--- config.mk ---
export PLATFORM = sky130hd
export DESIGN_NAME = adder_pipe_flat
export DESIGN_NICKNAME = d
export VERILOG_FILES = /design/src/rtl/adder_pipe_pkg.sv /design/src/rtl/adder_pipe_if.sv /design/src/rtl/adder_pipe_seg.sv /design/src/rtl/adder_pipe.sv /design/src/flat_wrapper.sv
export SDC_FILE = /design/constraint.sdc
export NUM_CORES = 1
export LEC_CHECK = 0
export CAP_MARGIN = 5
export CORE_MARGIN = 4
export CORE_UTILIZATION = 52
export DETAILED_ROUTE_END_ITERATION = 8
export GPL_TIMING_DRIVEN = 0
export PLACE_DENSITY = 0.79
export SLEW_MARGIN = 15
export SYNTH_ARGS = -nofsm -noshare
export SYNTH_HDL_FRONTEND = slang
export SYNTH_SLANG_ARGS = --single-unit
export TNS_END_PERCENT = 20
--- constraint.sdc ---
create_clock -name clk -period 2.1 [get_ports clk]
set_input_delay 0.42 -clock clk [delete_from_list [all_inputs] [get_ports clk]]
set_output_delay 0.42 -clock clk [all_outputs]
set_load 0.05 [all_outputs]
--- src/rtl/adder_pipe_pkg.sv ---
// Shared types and helpers for the segmented pipelined adder/subtractor.
// Holds the operation encoding and the segment-count helper.
// Imported by the interface, the top and the testbench.
package adder_pipe_pkg;

  typedef enum logic {
    OP_ADD = 1'b0,
    OP_SUB = 1'b1
  } op_e;

  // Number of carry-chain segments, which is also the number of add stages.
  function automatic int calc_nseg(input int width, input int seg_w);
    return width / seg_w;
  endfunction

endpackage

--- src/rtl/adder_pipe_if.sv ---
// Operand/result stream bundle for adder_pipe.
// Input side: in_valid/in_ready with x, y, carry_in, op (plus sat when ADDER_PIPE_SAT_EN).
// Output side: out_valid/out_ready with sum, carry_out. master = producer/consumer, slave = adder.
interface adder_pipe_if import adder_pipe_pkg::*; #(
  parameter int WIDTH = 8
) ();

  logic             in_valid;
  logic             in_ready;
  logic [WIDTH-1:0] x;
  logic [WIDTH-1:0] y;
  logic             carry_in;
  op_e              op;
`ifdef ADDER_PIPE_SAT_EN
  logic             sat;
`endif
  logic             out_valid;
  logic             out_ready;
  logic [WIDTH-1:0] sum;
  logic             carry_out;

`ifdef ADDER_PIPE_SAT_EN
  modport master (
    output in_valid, x, y, carry_in, op, sat, out_ready,
    input  in_ready, out_valid, sum, carry_out
  );
  modport slave (
    input  in_valid, x, y, carry_in, op, sat, out_ready,
    output in_ready, out_valid, sum, carry_out
  );
`else
  modport master (
    output in_valid, x, y, carry_in, op, out_ready,
    input  in_ready, out_valid, sum, carry_out
  );
  modport slave (
    input  in_valid, x, y, carry_in, op, out_ready,
    output in_ready, out_valid, sum, carry_out
  );
`endif

endinterface

--- src/rtl/adder_pipe_seg.sv ---
// One SEG_W-bit slice of the carry chain: adds a segment and registers sum, carry and valid.
// Latency: 1 cycle.
// Backpressure: hold_i freezes valid and data registers.
// Ports: clk, rst_n, hold_i, vld_i, a_i, b_i, cin_i -> vld_o, sum_o, cout_o (all registered).
module adder_pipe_seg #(
  parameter int SEG_W = 4
) (
  input  logic             clk,
  input  logic             rst_n,
  input  logic             hold_i,
  input  logic             vld_i,
  input  logic [SEG_W-1:0] a_i,
  input  logic [SEG_W-1:0] b_i,
  input  logic             cin_i,
  output logic             vld_o,
  output logic [SEG_W-1:0] sum_o,
  output logic             cout_o
);

  logic [SEG_W:0]   add_d;
  logic             vld_q;
  logic [SEG_W-1:0] sum_q;
  logic             cout_q;

  assign add_d = {1'b0, a_i} + {1'b0, b_i} + {{SEG_W{1'b0}}, cin_i};

  always_ff @(posedge clk or negedge rst_n) begin
    if (!rst_n) begin
      vld_q  <= 1'b0;
      sum_q  <= '0;
      cout_q <= 1'b0;
    end else if (!hold_i) begin
      vld_q  <= vld_i;
      sum_q  <= add_d[SEG_W-1:0];
      cout_q <= add_d[SEG_W];
    end
  end

  assign vld_o  = vld_q;
  assign sum_o  = sum_q;
  assign cout_o = cout_q;

endmodule

--- src/rtl/adder_pipe.sv ---
// Pipelined WIDTH-bit add/subtract, one SEG_W-bit carry segment per stage (optional saturation: ADDER_PIPE_SAT_EN).
// Latency: NSEG cycles from acceptance to out_valid; one beat per cycle.
// Backpressure: out_valid && !out_ready stalls every stage in place; in_ready = !stall.
// Ports: clk, rst_n (async, active-low), bus (adder_pipe_if.slave: operand stream in, result stream out).
module adder_pipe import adder_pipe_pkg::*; #(
  parameter int WIDTH = 8,
  parameter int SEG_W = 4
) (
  input  logic         clk,
  input  logic         rst_n,
  adder_pipe_if.slave  bus
);

  localparam int NSEG = calc_nseg(WIDTH, SEG_W);

  generate
    if (WIDTH < 2 || SEG_W < 1 || SEG_W > WIDTH || (WIDTH % SEG_W) != 0) begin : g_bad_cfg
      $error("adder_pipe: WIDTH must be >= 2 and a multiple of SEG_W, with SEG_W <= WIDTH");
    end
  endgenerate

  logic stall;
  assign stall = bus.out_valid && !bus.out_ready;

  // Stage 0 holds the captured beat; B is stored already inverted for subtract.
  logic             vld0_q;
  logic             cin0_q;
  // Operands travel only as far as the last stage that still needs them.
  logic [WIDTH-1:0] a_q [0:NSEG-1];
  logic [WIDTH-1:0] b_q [0:NSEG-1];
  // Finished low sum bits entering each stage (segment region of stage k is zero).
  logic [WIDTH-1:0] s_q [1:NSEG];
`ifdef ADDER_PIPE_SAT_EN
  op_e              op_q  [0:NSEG];
  logic             sat_q [0:NSEG];
`endif

  logic             v_arr  [0:NSEG];
  logic             c_arr  [0:NSEG];
  logic [WIDTH-1:0] s_full [0:NSEG];
  logic [SEG_W-1:0] seg_s  [1:NSEG];

  assign v_arr[0]  = vld0_q;
  assign c_arr[0]  = cin0_q;
  assign s_full[0] = '0;

  generate
    for (genvar k = 1; k <= NSEG; k++) begin : g_seg
      adder_pipe_seg #(.SEG_W(SEG_W)) u_seg (
        .clk    (clk),
        .rst_n  (rst_n),
        .hold_i (stall),
        .vld_i  (v_arr[k-1]),
        .a_i    (a_q[k-1][(k-1)*SEG_W +: SEG_W]),
        .b_i    (b_q[k-1][(k-1)*SEG_W +: SEG_W]),
        .cin_i  (c_arr[k-1]),
        .vld_o  (v_arr[k]),
        .sum_o  (seg_s[k]),
        .cout_o (c_arr[k])
      );
      // Merge the segment just computed into the finished low bits.
      assign s_full[k] = s_q[k] | (WIDTH'(seg_s[k]) << ((k-1)*SEG_W));
    end
  endgenerate

  always_ff @(posedge clk or negedge rst_n) begin
    if (!rst_n) begin
      vld0_q <= 1'b0;
      cin0_q <= 1'b0;
      for (int k = 0; k < NSEG; k++) begin
        a_q[k] <= '0;
        b_q[k] <= '0;
      end
      for (int k = 1; k <= NSEG; k++) begin
        s_q[k] <= '0;
      end
`ifdef ADDER_PIPE_SAT_EN
      for (int k = 0; k <= NSEG; k++) begin
        op_q[k]  <= OP_ADD;
        sat_q[k] <= 1'b0;
      end
`endif
    end else if (!stall) begin
      vld0_q <= bus.in_valid;
      if (bus.in_valid) begin
        a_q[0] <= bus.x;
        b_q[0] <= (bus.op == OP_SUB) ? ~bus.y : bus.y;
        cin0_q <= bus.carry_in;
`ifdef ADDER_PIPE_SAT_EN
        op_q[0]  <= bus.op;
        sat_q[0] <= bus.sat;
`endif
      end
      for (int k = 1; k < NSEG; k++) begin
        a_q[k] <= a_q[k-1];
        b_q[k] <= b_q[k-1];
      end
      for (int k = 1; k <= NSEG; k++) begin
        s_q[k] <= s_full[k-1];
`ifdef ADDER_PIPE_SAT_EN
        op_q[k]  <= op_q[k-1];
        sat_q[k] <= sat_q[k-1];
`endif
      end
    end
  end

  // Output value is derived purely from registers, so it is stable while stalled.
  logic [WIDTH-1:0] sum_res;
  always_comb begin
    sum_res = s_full[NSEG];
`ifdef ADDER_PIPE_SAT_EN
    if (sat_q[NSEG]) begin
      if (op_q[NSEG] == OP_ADD && c_arr[NSEG]) begin
        sum_res = '1;
      end else if (op_q[NSEG] == OP_SUB && !c_arr[NSEG]) begin
        sum_res = '0;  // carry_out=0 on subtract means a borrow occurred
      end
    end
`endif
  end

  assign bus.in_ready  = !stall;
  assign bus.out_valid = v_arr[NSEG];
  assign bus.sum       = sum_res;
  assign bus.carry_out = c_arr[NSEG];

endmodule

--- src/flat_wrapper.sv ---
// flat-port wrapper written by rule: the top's interface ports become plain ports
module adder_pipe_flat import adder_pipe_pkg::*;
#(
  parameter int WIDTH = 8,
  parameter int SEG_W = 4
)
  (clk, rst_n, bus_in_valid, bus_x, bus_y, bus_carry_in, bus_op, bus_out_ready, bus_in_ready, bus_out_valid, bus_sum, bus_carry_out);
  adder_pipe_if #(.WIDTH(WIDTH)) bus_i ();
  input  logic clk;
  input  logic rst_n;
  input wire logic [$bits(bus_i.in_valid)-1:0] bus_in_valid;
  input wire logic [$bits(bus_i.x)-1:0] bus_x;
  input wire logic [$bits(bus_i.y)-1:0] bus_y;
  input wire logic [$bits(bus_i.carry_in)-1:0] bus_carry_in;
  input wire logic [$bits(bus_i.op)-1:0] bus_op;
  input wire logic [$bits(bus_i.out_ready)-1:0] bus_out_ready;
  output wire logic [$bits(bus_i.in_ready)-1:0] bus_in_ready;
  output wire logic [$bits(bus_i.out_valid)-1:0] bus_out_valid;
  output wire logic [$bits(bus_i.sum)-1:0] bus_sum;
  output wire logic [$bits(bus_i.carry_out)-1:0] bus_carry_out;
  assign bus_i.in_valid = bus_in_valid;
  assign bus_i.x = bus_x;
  assign bus_i.y = bus_y;
  assign bus_i.carry_in = bus_carry_in;
  assign bus_i.op = bus_op;
  assign bus_i.out_ready = bus_out_ready;
  assign bus_in_ready = bus_i.in_ready;
  assign bus_out_valid = bus_i.out_valid;
  assign bus_sum = bus_i.sum;
  assign bus_carry_out = bus_i.carry_out;
  adder_pipe #(.WIDTH(WIDTH), .SEG_W(SEG_W)) u_core (.clk(clk), .rst_n(rst_n), .bus(bus_i));
endmodule
== After elaboration in Yosys (flattened, before gate mapping) ==
Cells that the tools add are included.
W data, S select, Z words.

* Bits of input ports: 22
* Output and inout port bits: 11
* Bits in registers: 50

* Reductions and logical operators: 4
* Bitwise operators: 3
* Muxes and demuxes: 1
* Add/subtract/negate cells: 4

{| class="wikitable"
|+ Operators with widths
! kind !! count
|-
| $add A4 B4 Y5 || 2
|-
| $add A5 B1 Y5 || 2
|-
| $mux W8 || 1
|-
| $not A8 Y8 || 1
|-
| $or A4 B8 Y8 || 1
|-
| $logic_not A1 Y1 || 2
|-
| $reduce_and A2 Y1 || 1
|-
| $logic_and A1 B1 Y1 || 1
|-
| $not A1 Y1 || 1
|}

== Longest topological paths before layout ==
* Word-level depth: 4
* Mapped depth: 6

== Hierarchy ==
From an unflattened synthesis, not the netlist that was laid out.

* Cells, all modules: 184
* Area total of the unflattened synthesis: 2,001.9 um^2

{| class="wikitable"
|+ Modules (own cells, without submodules)
! module !! area an instance (um^2) !! cells an instance !! instances
|-
| adder_pipe || 1,248.7 || 114 || 1
|-
| adder_pipe_seg || 376.6 || 35 || 2
|}

== Least setup slack after synthesis ==
OpenSTA, ideal clock, no wires.

* Kind: register -> output
* Start: register u_core.g_seg[2].u_seg.vld_q
* End: output port bus_in_ready
* Slack: 0.434 ns
* Stages on the path, launching flop included: 5
* Arrival: 1.246 ns
* Buffers on the path: 2
* Cell sequence: dfrtp_1 > nor2b_4 > inv_4 > buf_2 > buf_6

* Longest elaborated chain between the ends: 2

{| class="wikitable"
|+ Ends and longest elaborated chain
! element !! line !! RTL
|-
| start: declaration || adder_pipe_seg.sv:21 || <nowiki>logic vld_q;</nowiki>
|-
| start signal: assignment || adder_pipe_seg.sv:33 || <nowiki>vld_q <= vld_i;</nowiki>
|-
| $logic_and A1 B1 Y1 || adder_pipe.sv:23 || <nowiki>assign stall = bus.out_valid && !bus.out_ready;</nowiki>
|-
| $logic_not A1 Y1 || -- ||
|-
| end: declaration || flat_wrapper.sv:17 || <nowiki>output wire logic [$bits(bus_i.in_ready)-1:0] bus_in_ready;</nowiki>
|}

No other way between the ends.

== Worst setup path in the final report ==
* Start: input port bus_out_ready
* End: output port bus_in_ready

* Longest elaborated chain between the ends: 3

{| class="wikitable"
|+ Ends and longest elaborated chain
! element !! line !! RTL
|-
| start: declaration || flat_wrapper.sv:16 || <nowiki>input wire logic [$bits(bus_i.out_ready)-1:0] bus_out_ready;</nowiki>
|-
| $logic_not A1 Y1 || adder_pipe.sv:23 ||
|-
| $logic_and A1 B1 Y1 || adder_pipe.sv:23 ||
|-
| $logic_not A1 Y1 || -- ||
|}

No other way between the ends.

==> qor.txt <==
Status -> complete, no violations
Sequential Power Share -> 0.391
Pleak -> 1.13 nW
Diode count -> 0
Number of fill cells -> 261
Async set-reset flop share out of synthesis -> 1.00
# IOs -> 33
Die area -> 0.00469 mm^2
Vias in the first global route -> 1371
Setup bufs post-CTS -> 0
Syn_nets -> 210
# rows -> 21
Synth Instances -> 178
CTS sink cnt -> 42
Synth-to-Final Area Change -> 25.2%
CP Max Fanout -> 12
Rel. slew slack -> 0.668
Multi-input gate area -> 771 um^2
DRT Wirelength -> 3450 um
Prevailing post-synth register cell -> dfrtp_1
Synth area leader -> dfrtp_1
Initial antenna violation count -> 0
CTS buffer count -> 5
Initial Util -> 0.553
CTS clk-pin slew, worst paths -> 0.07 ns
Psw -> 1.33 mW
Nets@finish -> 249
Root Buffer -> clkbuf_8
Critical path class -> primary input to output pin
Worst slew pin tran -> 0.496 ns
CTS tree -> yes
Largest cells by area after synthesis -> dfrtp_1, nand2_1, fa_1
F_max -> 0.527 GHz
Tcrit/Tclk final -> 0.903
Hold depth -> 1
Yosys top cell area share -> 0.552
FF+latch area -> 0.00105 mm^2
Yosys warns -> 0
Final hold vios -> 0
Die Y-Extent -> 68.5 um
VDD IR max -> 509 uV
Clk Latency, worst-skew pair -> 0.29 ns
Count leader, synth -> nand2_1
WL/cell -> 13.1 um
CP Data Arrival Time -> 1.48 ns
Detailed Routing Iterations Pass 1 -> 4
EDFF count, synth -> 0
Total number of vias -> 1301
Crit-path slowest cell -> clkdlybuf4s50_1
Post-Syn Area -> 0.00190 mm^2
Number of DRC markers in iteration 0 -> 67
RR Startpoint -> u_core.g_seg[1].u_seg.cout_o
Logic pwr share -> 0.447
Crit path cell chain -> clkdlybuf4s50_1, nor2b_4, inv_4, buf_6, buf_4
Max-Cap Viols -> 0
Congestion Overflow GR -> 0
Int Pwr -> 1.98 mW
Crit path time final -> 1.90 ns
Clock share of power -> 0.162
Worst Setup SP -> bus_out_ready
DRC viols -> 0
Critical path endpoint category -> output pin
First-pass GRT wire length -> 5820 um
Layout cell share with drive strength beyond 1 -> 0.138
Synth cell types -> 21
Hpwl dp -> 2580 um
Synth cell count leaders -> nand2_1, dfrtp_1, o21ai_0
Hold WC Path Type -> register to register
H-tree Lvls -> 2
Post-DRT Antenna Nets -> 0
Avg Cell Area, Syn -> 10.7 um^2
Final GP Congestion -> 0.831
Die width -> 68.5 um
Req. time, crit path -> 1.68 ns
Largest net degree at the start of global routing -> 35
Worst Reg-to-Reg Cells -> 5
Pwr dens -> 1390 mW/mm^2
Sw frac -> 0.402
Seq cells post-synth -> 42
Clk buf depth -> 2
Largest stage delay, worst path -> 0.50 ns
Core area -> 0.00344 mm^2
Hold path startpoint -> u_core.g_seg[1].u_seg.vld_o
Cell total after placement -> 256
Clock skew -> 0.00599 ns
# setup viols final -> 0
Register area share after synthesis -> 0.552
WHS -> 0.472 ns
Via density -> 4.93
GRT Resource Usage Total -> 0.171
Tot Pwr -> 3.31 mW
RSZ-0062 raised after global routing -> false
Port bufs -> 31
Slew Viols, Final -> 0
Final std cells w/o fill -> 264
Startpoint types -> primary input
[cells by family (layout without fill, tap and decap cells)]
logic type,after synthesis,in the layout,share of synthesized area
AND/OR/NAND/NOR,66,66,0.143
XOR/XNOR,12,12,0.0552
multiplexers,9,9,0.0592
adder cells (fa/ha/maj),10,10,0.0815
flip-flops,42,42,0.552
AO/OA/AOI/OAI,24,24,0.0657
buffers and inverters,15,55,0.0427
[final timing paths]
| kind | to | slack, ns |
|---|---|---|
| min | u_core.g_seg[2].u_seg.vld_o | 0.47 |
| max | bus_in_ready | 0.20 |
| min in group asynchronous | u_core.s_q[1] | 0.51 |
| min reg2reg | u_core.g_seg[2].u_seg.vld_o | 0.47 |
| max in group asynchronous | u_core.vld0_q | 1.16 |
| max reg2reg | u_core.g_seg[2].u_seg.sum_o[3] | 0.44 |
[cells in the final DEF (no fill, tap or decap)]
master | synthesis | final
buf_6 | 2 | 2
dlygate4sd3_1 | 0 | 1
inv_4 | 1 | 1
nor2b_1 | 2 | 2
mux2_2 | 6 | 6
o21ai_0 | 13 | 13
fa_1 | 4 | 4
clkinv_2 | 0 | 1
buf_2 | 5 | 5
xor2_1 | 5 | 5
xnor2_1 | 7 | 7
clkbuf_8 | 0 | 6
nor2_1 | 9 | 9
nor2b_4 | 1 | 1
nand2_1 | 52 | 52
ha_1 | 6 | 6
dfrtp_1 | 42 | 42
buf_4 | 0 | 1
clkinvlp_4 | 0 | 1
nand2b_1 | 1 | 1
clkdlybuf4s50_1 | 0 | 29
mux2_4 | 3 | 3
a21oi_1 | 9 | 9
a21o_1 | 2 | 2
nand2_4 | 1 | 1
clkbuf_2 | 1 | 1
inv_1 | 6 | 6
buf_12 | 0 | 1
[power by group through the flow]
| stage | logic, mW | clock network [mW] | registers, mW |
|---|---|---|---|
| 3_5_place_dp | 1.48 | 0 | 1.31 |
| 4_1_cts | 1.49 | 0.546 | 1.29 |
| 3_3_place_gp | 1.42 | 0 | 1.29 |
| 2_1_floorplan | 0.714 | 0 | 1.61 |
| 6_report | 1.48 | 0.536 | 1.29 |
| 5_1_grt | 1.62 | 0.588 | 1.33 |
[what timing repair did]
| action | in CTS | in global routing |
|---|---|---|
| gates cloned | 0 | 0 |
| hold buffers | 1 | 0 |
| gates resized for setup | 6 | 0 |
| setup endpoints to repair | 1 | 1 |
| pin swaps | 0 | 0 |
| hold endpoints to repair | 8 | 0 |
[stage by stage]
stage	setup WS, ns	util	cell area, um^2	TNS (ns)
6_report	0.203	0.692	2380	0
4_1_cts	0.0253	0.694	2390	0
5_1_grt	0.139	0.692	2380	0
2_1_floorplan	0.434	-	1900	0
3_3_place_gp	-0.574	0.660	2270	-13.76
3_5_place_dp	-0.569	0.664	2290	-0.569
[flip-flops by register name, summed over array words and instances, names as in the netlist]
name,cells
u_core.g_seg.u_seg.vld_o,2
u_core.a_q,12
u_core.g_seg.u_seg.sum_o,8
u_core.b_q,12
u_core.vld0_q,1
u_core.cin0_q,1
u_core.s_q,4
u_core.g_seg.u_seg.cout_o,2
[routing by layer]
| metal | vias to the layer above | global-route usage | routed length, um |
|---|---|---|---|
| li1 | 639 | - | - |
| met1 | 606 | 0.191 | 1440 |
| met2 | 45 | 0.288 | 1650 |
| met3 | 11 | 0.0632 | 264 |
| met4 | 0 | 0.0819 | 91 |
| met5 | - | 0 | 0 |
[critical path: cells and delay by family]
kind	cells	cell delay, ns
buffers and inverters	4	0.99
and+or+nand+nor	1	0.06
[area by class of cell]
type	count	share of cell area
timing repair buffer	33	0.140
buffer	7	0.0199
multi-input combinational	121	0.323
clock inverter	2	0.00525
clock buffer	6	0.0346
inverter	7	0.0121
tap	46	0.0241
sequential	42	0.441
Power figures use the tool's default switching activity.
